## src/rtl/pipeline_ctrl_pkg.sv

```systemverilog
// Shared types for the pipeline sequencing logic: the per-cycle sequencing
// case, the fixed indices of the front pipeline registers, and a helper
// that classifies which cases count as stall cycles.
package pipeline_ctrl_pkg;

  typedef enum logic [2:0] {
    RUN       = 3'd0,
    FETCHWAIT = 3'd1,
    REDIRECT  = 3'd2,
    LOADUSE   = 3'd3,
    MEMWAIT   = 3'd4,
    HALTED    = 3'd5
  } pipe_case_t;

  localparam int IFID_IDX = 0;
  localparam int IDEX_IDX = 1;

  // Cycles in which the PC is held because something upstream must wait.
  function automatic logic is_stall_case(input pipe_case_t c);
    logic r;
    case (c)
      MEMWAIT, LOADUSE, FETCHWAIT: r = 1'b1;
      default:                     r = 1'b0;
    endcase
    return r;
  endfunction

endpackage

```

## src/rtl/pipeline_ctrl_hazard.sv

```systemverilog
// Load-use hazard compare between the load in ID/EX and the consumer in
// IF/ID. Purely combinational so a forwarding unit can reuse it.
module hazard_detect #(
  parameter int REGSEL_W = 5
) (
  input  logic                ex_valid,
  input  logic                id_valid,
  input  logic                ex_memread,
  input  logic [REGSEL_W-1:0] ex_wsel,
  input  logic [REGSEL_W-1:0] id_rs,
  input  logic [REGSEL_W-1:0] id_rt,
  output logic                load_use
);

  logic wsel_nonzero_s;
  logic wsel_match_s;

  // Register 0 is never a real dependency, so a load targeting it never stalls.
  always_comb begin
    wsel_nonzero_s = (ex_wsel != {REGSEL_W{1'b0}});
    wsel_match_s   = (ex_wsel == id_rs) | (ex_wsel == id_rt);
    load_use       = ex_valid & id_valid & ex_memread & wsel_nonzero_s & wsel_match_s;
  end

endmodule

```

## src/rtl/pipeline_ctrl.sv

```systemverilog
// Pipeline sequencing for the MIPS core: computes PC enable, per-register
// enables/flushes, registered valid bits and the sticky halt.
// Optional performance counters are built when PIPELINE_CTRL_PERF_EN is
// defined; otherwise the counter ports are tied to zero.
module pipeline_ctrl
  import pipeline_ctrl_pkg::*;
#(
  parameter int NREG     = 4,
  parameter int REGSEL_W = 5,
  parameter int CNT_W    = 32
) (
  input  logic                CLK,
  input  logic                nRST,
  input  logic                ihit,
  input  logic                dhit,
  input  logic                dmem_req,
  input  logic [REGSEL_W-1:0] id_rs,
  input  logic [REGSEL_W-1:0] id_rt,
  input  logic                ex_memread,
  input  logic [REGSEL_W-1:0] ex_wsel,
  input  logic                ex_redirect,
  input  logic                wb_halt,
  output logic                pc_en,
  output logic [NREG-1:0]     reg_en,
  output logic [NREG-1:0]     reg_flush,
  output logic [NREG-1:0]     reg_valid,
  output logic                halt,
  output logic [CNT_W-1:0]    stall_cnt,
  output logic [CNT_W-1:0]    flush_cnt,
  output logic [CNT_W-1:0]    retire_cnt
);

  logic [NREG-1:0] reg_valid_r;
  logic [NREG-1:0] valid_next_s;
  logic            halt_r;
  logic            load_use_s;
  logic            mem_wait_s;
  logic            redirect_s;
  logic            hlt_s;
  pipe_case_t      case_s;

  hazard_detect #(.REGSEL_W(REGSEL_W)) u_hazard_detect (
    .ex_valid   (reg_valid_r[IDEX_IDX]),
    .id_valid   (reg_valid_r[IFID_IDX]),
    .ex_memread (ex_memread),
    .ex_wsel    (ex_wsel),
    .id_rs      (id_rs),
    .id_rt      (id_rt),
    .load_use   (load_use_s)
  );

  // Valid-qualified hazard conditions and the single winning case this cycle.
  always_comb begin
    mem_wait_s = reg_valid_r[NREG-2] & dmem_req & ~dhit;
    redirect_s = reg_valid_r[IDEX_IDX] & ex_redirect;
    hlt_s      = halt_r | (reg_valid_r[NREG-1] & wb_halt);
    if (hlt_s) begin
      case_s = HALTED;
    end else if (mem_wait_s) begin
      case_s = MEMWAIT;
    end else if (load_use_s) begin
      case_s = LOADUSE;
    end else if (redirect_s) begin
      case_s = REDIRECT;
    end else if (!ihit) begin
      case_s = FETCHWAIT;
    end else begin
      case_s = RUN;
    end
  end

  // Enables and flushes per case; reset forces every register to a bubble.
  always_comb begin
    pc_en     = 1'b0;
    reg_en    = {NREG{1'b0}};
    reg_flush = {NREG{1'b0}};
    if (!nRST) begin
      reg_flush = {NREG{1'b1}};
    end else begin
      case (case_s)
        HALTED: begin
          reg_en = {NREG{1'b0}};
        end
        MEMWAIT: begin
          reg_flush[NREG-1] = 1'b1;
        end
        LOADUSE: begin
          reg_en              = {{(NREG-2){1'b1}}, 2'b00};
          reg_flush[IDEX_IDX] = 1'b1;
        end
        REDIRECT: begin
          pc_en               = 1'b1;
          reg_en              = {{(NREG-2){1'b1}}, 2'b00};
          reg_flush[IFID_IDX] = 1'b1;
          reg_flush[IDEX_IDX] = 1'b1;
        end
        FETCHWAIT: begin
          reg_en              = {{(NREG-1){1'b1}}, 1'b0};
          reg_flush[IFID_IDX] = 1'b1;
        end
        RUN: begin
          pc_en  = 1'b1;
          reg_en = {NREG{1'b1}};
        end
        default: begin
          pc_en  = 1'b0;
        end
      endcase
    end
  end

  // Next valid bits: flush clears, enable shifts the upstream valid in, else hold.
  always_comb begin
    valid_next_s = reg_valid_r;
    if (reg_flush[0]) begin
      valid_next_s[0] = 1'b0;
    end else if (reg_en[0]) begin
      valid_next_s[0] = 1'b1;
    end else begin
      valid_next_s[0] = reg_valid_r[0];
    end
    for (int k = 1; k < NREG; k++) begin
      if (reg_flush[k]) begin
        valid_next_s[k] = 1'b0;
      end else if (reg_en[k]) begin
        valid_next_s[k] = reg_valid_r[k-1];
      end else begin
        valid_next_s[k] = reg_valid_r[k];
      end
    end
  end

  // Valid bits and sticky halt; halt latches once a valid halt sits in MEM/WB.
  always_ff @(posedge CLK) begin
    if (!nRST) begin
      reg_valid_r <= {NREG{1'b0}};
      halt_r      <= 1'b0;
    end else begin
      reg_valid_r <= valid_next_s;
      halt_r      <= halt_r | (reg_valid_r[NREG-1] & wb_halt);
    end
  end

  assign reg_valid = reg_valid_r;
  assign halt      = halt_r;

`ifdef PIPELINE_CTRL_PERF_EN
  logic [CNT_W-1:0] stall_cnt_r;
  logic [CNT_W-1:0] flush_cnt_r;
  logic [CNT_W-1:0] retire_cnt_r;

  // Performance counters; they wrap naturally and stop while halted.
  always_ff @(posedge CLK) begin
    if (!nRST) begin
      stall_cnt_r  <= {CNT_W{1'b0}};
      flush_cnt_r  <= {CNT_W{1'b0}};
      retire_cnt_r <= {CNT_W{1'b0}};
    end else if (!hlt_s) begin
      if (is_stall_case(case_s)) begin
        stall_cnt_r <= stall_cnt_r + {{(CNT_W-1){1'b0}}, 1'b1};
      end else begin
        stall_cnt_r <= stall_cnt_r;
      end
      if (case_s == REDIRECT) begin
        flush_cnt_r <= flush_cnt_r + {{(CNT_W-1){1'b0}}, 1'b1};
      end else begin
        flush_cnt_r <= flush_cnt_r;
      end
      if (reg_valid_r[NREG-1] & reg_en[NREG-1]) begin
        retire_cnt_r <= retire_cnt_r + {{(CNT_W-1){1'b0}}, 1'b1};
      end else begin
        retire_cnt_r <= retire_cnt_r;
      end
    end else begin
      stall_cnt_r  <= stall_cnt_r;
      flush_cnt_r  <= flush_cnt_r;
      retire_cnt_r <= retire_cnt_r;
    end
  end

  assign stall_cnt  = stall_cnt_r;
  assign flush_cnt  = flush_cnt_r;
  assign retire_cnt = retire_cnt_r;
`else
  assign stall_cnt  = {CNT_W{1'b0}};
  assign flush_cnt  = {CNT_W{1'b0}};
  assign retire_cnt = {CNT_W{1'b0}};
`endif

endmodule

```

## config.mk

```make
export PLATFORM = sky130hd
export DESIGN_NAME = pipeline_ctrl
export DESIGN_NICKNAME = d
export VERILOG_FILES = /design/src/rtl/pipeline_ctrl_pkg.sv /design/src/rtl/pipeline_ctrl_hazard.sv /design/src/rtl/pipeline_ctrl.sv
export SDC_FILE = /design/constraint.sdc
export NUM_CORES = 1
export LEC_CHECK = 0
export CORE_MARGIN = 5
export CORE_UTILIZATION = 26
export DETAILED_ROUTE_END_ITERATION = 12
export GPL_TIMING_DRIVEN = 1
export PLACE_DENSITY = 0.79
export SYNTH_ARGS = -nofsm -noshare
export SYNTH_HDL_FRONTEND = slang
export SYNTH_SLANG_ARGS = --single-unit
```

## constraint.sdc

```tcl
create_clock -name CLK -period 1.8 [get_ports CLK]
set_input_delay 0.54 -clock CLK [delete_from_list [all_inputs] [get_ports CLK]]
set_output_delay 0.54 -clock CLK [all_outputs]
set_load 0.01 [all_outputs]
```

**Word level (Yosys, flattened, before mapping)**

Index checks and enable logic that the tools add are counted.
W data, S select, Z words.

- Register bits: 5
- Bits of input ports: 23
- Output and inout bits: 110
- Word-level logic and storage cells: 46

- Eq/ne operators: 6
- Mux-type cells: 15
- Bitwise logic cells: 12
- Reduce and logical (&&, ||, !) cells: 8

Operator list:

| cell | count |
|---|---|
| $pmux W4 S3 | 1 |
| $reduce_or A2 Y1 | 6 |
| $eq A5 B5 Y1 | 2 |
| $and A1 B1 Y1 | 8 |
| $mux W1 | 8 |
| $eq A3 B2 Y1 const B | 2 |
| $mux W2 | 3 |
| $mux W3 | 2 |
| $reduce_bool A5 Y1 | 1 |
| $mux W4 | 1 |
| $eq A3 B1 Y1 const B | 1 |
| $eq A3 B3 Y1 const B | 1 |
| $logic_not A3 Y1 | 1 |
| $not A1 Y1 | 2 |
| $or A1 B1 Y1 | 2 |

**Logic depth before layout (Yosys ltp)**

Gate-level depths: netlist of run 1.

- Word-level depth: 12
- Depth in mapped cells: 5
- Mapped depth without buffers: 5

**Modules after synthesis**

Synthesis of run 1 repeated with hierarchy kept, for this count alone.

- Cell total of the unflattened synthesis: 151
- Area, all modules: 1152.4 sq um

Modules (own cells, without submodules):

| module | times used | cells each | area an instance (sq um) | sequential area each (sq um) |
|---|---|---|---|---|
| pipeline_ctrl | 1 | 134 | 1023.5 | 100.1 |
| hazard_detect | 1 | 17 | 128.9 | 0.0 |

**Worst setup path after synthesis of run 1**

Ideal clock, no wire load.

- Path type: input-to-output
- From: input port ex_wsel[4]
- To: output port reg_flush[1]
- Arrival time: 1.386 ns
- Required time: 1.260 ns
- Setup slack: -0.126 ns
- Stages on the path: 5
- Path buffers: 0
- Path through: xnor2_1 -> nand3_1 -> o22ai_4 -> nand2_2 -> a31oi_1

- Longest elaborated chain between the ends: 10
- Elaborated cells on any way between the ends: 14
- Those cells by class: eq/ne (4); mux (5); bitwise (3); reduce/logical (2)

Ends and longest elaborated chain:

| item | line | source |
|---|---|---|
| from (decl) | pipeline_ctrl.sv:20 | `input logic [REGSEL_W-1:0] ex_wsel,` |
| $eq A5 B5 Y1 / $reduce_bool A5 Y1 (equally long branches) | pipeline_ctrl_hazard.sv:21, pipeline_ctrl_hazard.sv:20 |  |
| $or A1 B1 Y1 / $and A1 B1 Y1 (equally long branches) | pipeline_ctrl_hazard.sv:21, pipeline_ctrl_hazard.sv:22 |  |
| $and A1 B1 Y1 (*) | pipeline_ctrl_hazard.sv:22 | `load_use = ex_valid & id_valid & ex_memread & wsel_nonzero_s & wsel_match_s;` |
| $mux W2 (*) | pipeline_ctrl.sv:61 | `end else if (load_use_s) begin` |
| $mux W3 (*) | pipeline_ctrl.sv:59 | `end else if (mem_wait_s) begin` |
| $mux W3 (*) | pipeline_ctrl.sv:57 | `if (hlt_s) begin` |
| $eq A3 B2 Y1 | pipeline_ctrl.sv:80 | `case (case_s)` |
| $reduce_or A2 Y1 (no source line) (*) | - |  |
| $mux W1 (*) | pipeline_ctrl.sv:80 |  |
| $mux W2 (*) | pipeline_ctrl.sv:77 | `if (!nRST) begin` |
| to (decl) | pipeline_ctrl.sv:25 | `output logic [NREG-1:0] reg_flush,` |

Every way passes the cells marked *; elsewhere a longest branch is shown, timed or not.

**Worst setup path in the final report of run 1**

- From: input port ex_wsel[4]
- To: output port pc_en

- Longest elaborated chain between the ends: 10
- Elaborated cells on any way between the ends: 14
- Those cells by class: eq/ne (3); mux (5); bitwise (3); reduce/logical (3)

Ends and longest elaborated chain:

| item | line | source |
|---|---|---|
| $eq A5 B5 Y1 / $reduce_bool A5 Y1 (equally long branches) | pipeline_ctrl_hazard.sv:21, pipeline_ctrl_hazard.sv:20 |  |
| $or A1 B1 Y1 / $and A1 B1 Y1 (equally long branches) | pipeline_ctrl_hazard.sv:21, pipeline_ctrl_hazard.sv:22 |  |
| $and A1 B1 Y1 (*) | pipeline_ctrl_hazard.sv:22 |  |
| $mux W2 (*) | pipeline_ctrl.sv:61 |  |
| $mux W3 (*) | pipeline_ctrl.sv:59 |  |
| $mux W3 (*) | pipeline_ctrl.sv:57 |  |
| $eq A3 B2 Y1 / $logic_not A3 Y1 (equally long branches) | pipeline_ctrl.sv:80 |  |
| $reduce_or A2 Y1 (no source line) (*) | - |  |
| $mux W1 (*) | pipeline_ctrl.sv:80 |  |
| $mux W1 (*) | pipeline_ctrl.sv:77 |  |
| to (decl) | pipeline_ctrl.sv:23 | `output logic pc_en,` |

Marks and branches as above.

==> flow_summary_export.csv, run 1 <==
group,metric,value,unit
synth,synth_edf_count,0,
finish,fill_cells,412,
synth,yosys_warnings,0,
floorplan,rows,24,
placement,hpwl,2500,um
finish,syn_to_final_growth,46.7,%
clock_tree,cts_made_buffers,3,
sta,rsz0062_at_grt,"yes",
sta,fin_crit,2.10,ns
synth,syn-instance-count,157,
synth,synthArstFlopShare,0,%
route,drtPass1Iterations,4,
synth,ys_seq_area_share,8.32,%
synth,synth-main-ff-cell,"dfxtp_1",
finish,final_util,40.0,%
floorplan,die_h,78.0,um
pwr,vdd_drop_max,0.198,mV
floorplan,start_util,27.3,%
sta,setup_viol,7,
worst_setup_path,slowest_stage,"a2111oi_4",
worst_setup_path,rrSetupSlack,0.37,ns
finish,num_antenna_cells,0,
floorplan,die_area,6090,um2
route,route.detailed.drc,0,
clock_tree,htreeDepth,1,
route,ant_nets,0,
sta,fin_crit_sh,117,%
grt,grt_pass1_vias,837,
worst_setup_path,cpPeakStageDelay,0.27,ns
worst_setup_path,path_max_fanout,3,
sta,max_freq,476,MHz
floorplan,top_level_ports,133,
finish,drive_gt1_share,40.9,%
outcome,outcome,"complete, but fails checks",
grt,groute.usage.overall,8.18,%
route,vias_per_cell,3.51,
finish,regArea,103,um2
sta,finalMaxSlewViolations,0,
grt,grt-ovfl-total,0,
worst_setup_path,cp.arrival,1.56,ns
floorplan,core,4410,um2
grt,grt_max_degree,7,
route,first_iter_violations,21,
grt,grt_pass1_wl,4050,um
clock_tree,cts_tree,"yes",
pwr,power,793,uW
worst_setup_path,end_kind,"output pin",
worst_setup_path,critical_path_required,1.26,ns
route,wl_per_cell,11.6,um
synth,ys_ff_latch,5,
min_path,hp-class,"reg -> reg",
clock_tree,clk_latency,0.22,ns
pwr,power_density,449,nW/um2
worst_setup_path,path_delay_family,"buffers and inverters",
placement,place.port_buffers,36,
worst_setup_path,path_buf_inv,3,
synth,syn_area,1200,um2
clock_tree,clock-sinks,5,
clock_tree,ctsLongestPathBuffers,2,
clock_tree,clkTransAtPathRegs,0.03,ns
worst_setup_path,worstSetupPathType,"in -> out",
route,vias,936,
floorplan,fp.dieW,78.0,um
worst_setup_path,critPathLaunchType,"input port",
outcome,violations,"negative setup slack",
placement,gp_congestion,0.763,
grt,antenna_found_initial,0,
clock_tree,root_buffer,"clkbuf_8",
route,totalWireLength,3090,um
synth,synth.avg_cell_area,7.67,um2
run,max-cap-violations,0,
synth,synth_cell_types,26,
placement,dp_slack,-1.21,ns
worst_setup_path,crit_chain,"buf_12, xnor2_4, nand3_2, o22ai_4, buf_6, a2111oi_4, buf_2",
sta,layout_setup_ws,-0.299,ns
sta,hold_viol,0,
finish,multi_input_area,958,um2
pwr,power.leakage,0.912,nW
finish,nNetsFinal,239,
sta,finClkSkew,0.00167,ns
[metal layers]
metal,routed length [um],track usage [%],vias to the layer above
li1,-,-,423
met1,775,6.97,441
met2,1910,18.0,72
met3,405,1.60,0
met4,0,2.53,0
met5,0,0,-
[where the power goes]
group	internal, mW	leakage (nW)	switching (mW)
clock	0.152	0.0228	0.0543
sequential	0.121	0.0420	0.00762
combinational	0.218	0.848	0.240
[synthesized netlist by cell type, types with 2 or more instances]
cell type	n	area share, %
dfxtp_1	5	8.3
o21ai_0	2	0.83
a21oi_2	2	1.5
a21oi_1	3	1.2
nand2_1	7	2.2
xnor2_1	10	7.3
buf_4	99	62
nand3_1	5	2.1
nand3b_1	2	1.2
nor2_1	5	1.6
and3_1	2	1.0
[per-stage QoR]
stage | instance area, um2 | cells | TNS [ns] | hold WS (ns)
5_1_grt | 1770 | 267 | -1.80 | 0.642
4_1_cts | 1610 | 267 | -1.51 | 0.596
3_5_place_dp | 1430 | 257 | -9.81 | 0.590
2_1_floorplan | 1620 | 252 | -0.262 | 0.483
6_report | 1770 | 267 | -1.47 | 0.604
3_3_place_gp | 1430 | 257 | -9.52 | 0.591
[worst register-to-register path: stages (launching register included)]
cell and delay, ns:
dfxtp_2 0.33, a21oi_4 0.16, buf_4 0.13, and2_4 0.16, buf_4 0.12, nand3_1 0.10, mux2_4 0.29, o221ai_2 0.06
[state kept, by name, summed over array words and instances, names as in the netlist]
signal     count
halt           1
reg_valid      4
[repair_timing]
action	4_1_cts	5_1_grt
hold buffers	0	0
gates resized for setup	159	26
setup buffers	6	0
setup endpoints to repair	11	10
pin swaps	24	7
hold endpoints to repair	0	0
[cell type report]
class	count	area share, %
Multi-Input combinational cell	146	54.3
Timing Repair Buffer	58	33.1
Sequential cell	5	5.81
Tap cell	52	3.69
Clock buffer	4	2.55
Inverter	2	0.567
[worst paths after layout]
check                      end  cells past startpoint         start
setup / recovery         pc_en                      7    ex_wsel[4]
hold / removal    reg_valid[2]                      3  reg_valid[2]
setup reg to reg  reg_valid[0]                      7  reg_valid[3]
hold reg to reg   reg_valid[2]                      3  reg_valid[2]
[cell usage in the layout, fill, tap and decap left out, types with 3 or more instances in the layout]
master and n:
buf_2 4, buf_4 16, buf_6 22, buf_8 4, clkbuf_8 3, clkdlybuf4s50_1 4, conb_1 96, dfxtp_1 3
dlygate4sd2_1 4, nand2_1 4, nand2_2 3, nand3_2 3, nor2_1 3, xnor2_2 5, xnor2_4 5
[cells by family after synthesis]
| family | Yosys count | synth area share (%) |
|---|---|---|
| buffers and inverters | 101 | 62.4 |
| AND/OR/NAND/NOR | 26 | 10.8 |
| AO/OA/AOI/OAI | 13 | 9.67 |
| XOR/XNOR | 10 | 7.28 |
| flip-flops | 5 | 8.32 |
| multiplexers | 1 | 1.25 |
| other | 1 | 0.312 |
Power figures use the tool's default switching activity.
==> run 2, diff against run 1 <==
--- a/config.mk
+++ b/config.mk
@@ -9,7 +9,7 @@
 export CORE_UTILIZATION = 26
 export DETAILED_ROUTE_END_ITERATION = 12
 export GPL_TIMING_DRIVEN = 1
-export PLACE_DENSITY = 0.79
+export PLACE_DENSITY = 0.9
 export SYNTH_ARGS = -nofsm -noshare
 export SYNTH_HDL_FRONTEND = slang
 export SYNTH_SLANG_ARGS = --single-unit
==> run 2 against run 1 <==
  * The flow still finishes with violations (negative setup slack)
  * Register-to-register slack barely moved
  * Maximum frequency fell by 1.1%
  * First-iteration DRC count fell by 71%
  * Sequential share of layout area rose by 0.28 points
  * Critical path depth fell by 1
  * Routed wire length fell by 1.0%
  * Hold slack got worse by 0.0091 ns
  * Combinational power fell by 6.8%
  * Largest cell class unchanged
  * Largest power group unchanged
==> flow_summary_export.csv, run 2 (synthesized netlist as in run 1, its figures left out) <==
group,metric,value,unit
outcome,outcome,"complete, but fails checks",
outcome,violations,"negative setup slack",
clock_tree,ctsHoldBuffers,0,
sta,tns,-1.64,ns
clock_tree,root_buffer,"clkbuf_8",
worst_setup_path,cp.arrival,1.58,ns
worst_setup_path,critPathLaunchType,"input port",
route,vias_per_cell,3.48,
route,drt-met1-wl,706,um
route,first_iter_violations,6,
grt,antenna_found_initial,0,
clock_tree,cts_made_buffers,3,
sta,fin_crit,2.12,ns
worst_setup_path,reg2reg_from,"reg_valid[2]",
sta,fin_crit_sh,118,%
finish,syn_to_final_growth,38.3,%
clock_tree,cts_tree,"yes",
worst_setup_path,end_kind,"output pin",
route,drtPass1Iterations,4,
floorplan,start_util,27.3,%
grt,grt-ovfl-total,0,
sta,layout_setup_ws,-0.321,ns
worst_setup_path,path_max_fanout,4,
grt,grt_pass1_wl,4380,um
worst_setup_path,rrSetupSlack,0.36,ns
route,route.detailed.drc,0,
worst_setup_path,rr_endpoint,"reg_valid[0]",
route,ant_nets,0,
worst_setup_path,worstSetupPathType,"in -> out",
placement,placed_area,1430,um2
finish,nNetsFinal,241,
sta,hold_viol,0,
placement,hpwl,2500,um
route,highest-signal-layer,"met4",
placement,gp_congestion,0.786,
pwr,vdd_drop_max,0.182,mV
sta,setup_viol,7,
floorplan,rows,24,
min_path,hp-class,"reg -> reg",
floorplan,die_area,6090,um2
clock_tree,ctsLongestPathBuffers,2,
clock_tree,htreeDepth,1,
finish,drive_gt1_share,40.1,%
worst_setup_path,worstSetupStartpoint,"ex_wsel[4]",
finish,layout_commonest_cell,"conb_1",
clock_tree,clkTransAtPathRegs,0.04,ns
clock_tree,clock-sinks,5,
route,wl_met2,1910,um
run,max-cap-violations,0,
grt,grt_pass1_vias,927,
grt,grt_max_degree,7,
finish,design_area,1660,um2
floorplan,top_level_ports,133,
pwr,power.leakage,0.903,nW
sta,finalMaxSlewViolations,0,
sta,finClkSkew,0.00238,ns
route,wl_per_cell,11.4,um
route,vias,936,
grt,groute.usage.overall,8.53,%
floorplan,fp.dieW,78.0,um
route,wl_met3,347,um
placement,place.port_buffers,36,
finish,layout_common_cells,"conb_1, buf_6, buf_4",
floorplan,die_h,78.0,um
sta,rsz0062_at_grt,"yes",
finish,num_antenna_cells,0,
floorplan,core,4410,um2
worst_setup_path,critPathCapture,"pc_en",
finish,largest_reg_flops,4,
route,totalWireLength,3060,um
worst_setup_path,critical_path_required,1.26,ns
worst_setup_path,ff2ff_path_depth,7,
clock_tree,clk_latency,0.22,ns
sta,max_freq,471,MHz
placement,dp_slack,-1.27,ns
pwr,power_density,456,nW/um2
run 2: report_power, final:
group	internal (mW)	total, mW	switching (mW)
clock	0.152	0.204	0.0518
sequential	0.121	0.128	0.00711
combinational	0.197	0.427	0.230
run 2: critical path: stages:
cell       delay [ns]
buf_8            0.11
nor3_4           0.21
a21oi_4          0.09
buf_6            0.13
a2111oi_4        0.32
buf_2            0.18
run 2: layer usage:
layer  up-vias  track usage [%]
li1        426                -
met1       432             6.83
met2        68             19.2
met3        10             1.95
met4         0             2.36
met5         -                0
run 2: final cells by class:
class                   count  area (um2)
clock buffers               4        45.0
flip-flops and latches      5         101
well taps                  52        65.1
fillers                   451        2750
inverters                   2        8.76
repair buffers             60         559
multi-input cells         146         885
run 2: per-stage QoR:
stage	total power, mW	hold slack, ns	util, %	std cells
finish	0.759	0.595	37.7	269
global route	0.806	0.625	37.7	269
CTS	0.744	0.596	36.4	268
detailed placement	0.495	0.591	32.5	258
global placement	0.490	0.581	32.5	258
floorplan	0.493	0.483	-	252
run 2: how the worst min path moves through the flow:
stage | start | to | cells after the start
2_1_floorplan | reg_valid[1] | reg_valid[2] | 2
3_3_place_gp | reg_valid[2] | reg_valid[2] | 3
3_5_place_dp | reg_valid[2] | reg_valid[2] | 3
4_1_cts | reg_valid[2] | reg_valid[2] | 3
5_1_grt | reg_valid[2] | reg_valid[2] | 3
6_report | reg_valid[2] | reg_valid[2] | 3
run 2: what timing repair did:
action	in CTS	in global routing
endpoints found under the setup margin	11	9
resized for setup	157	11
pin swaps	25	11
buffers inserted	6	2
gates cloned	0	0
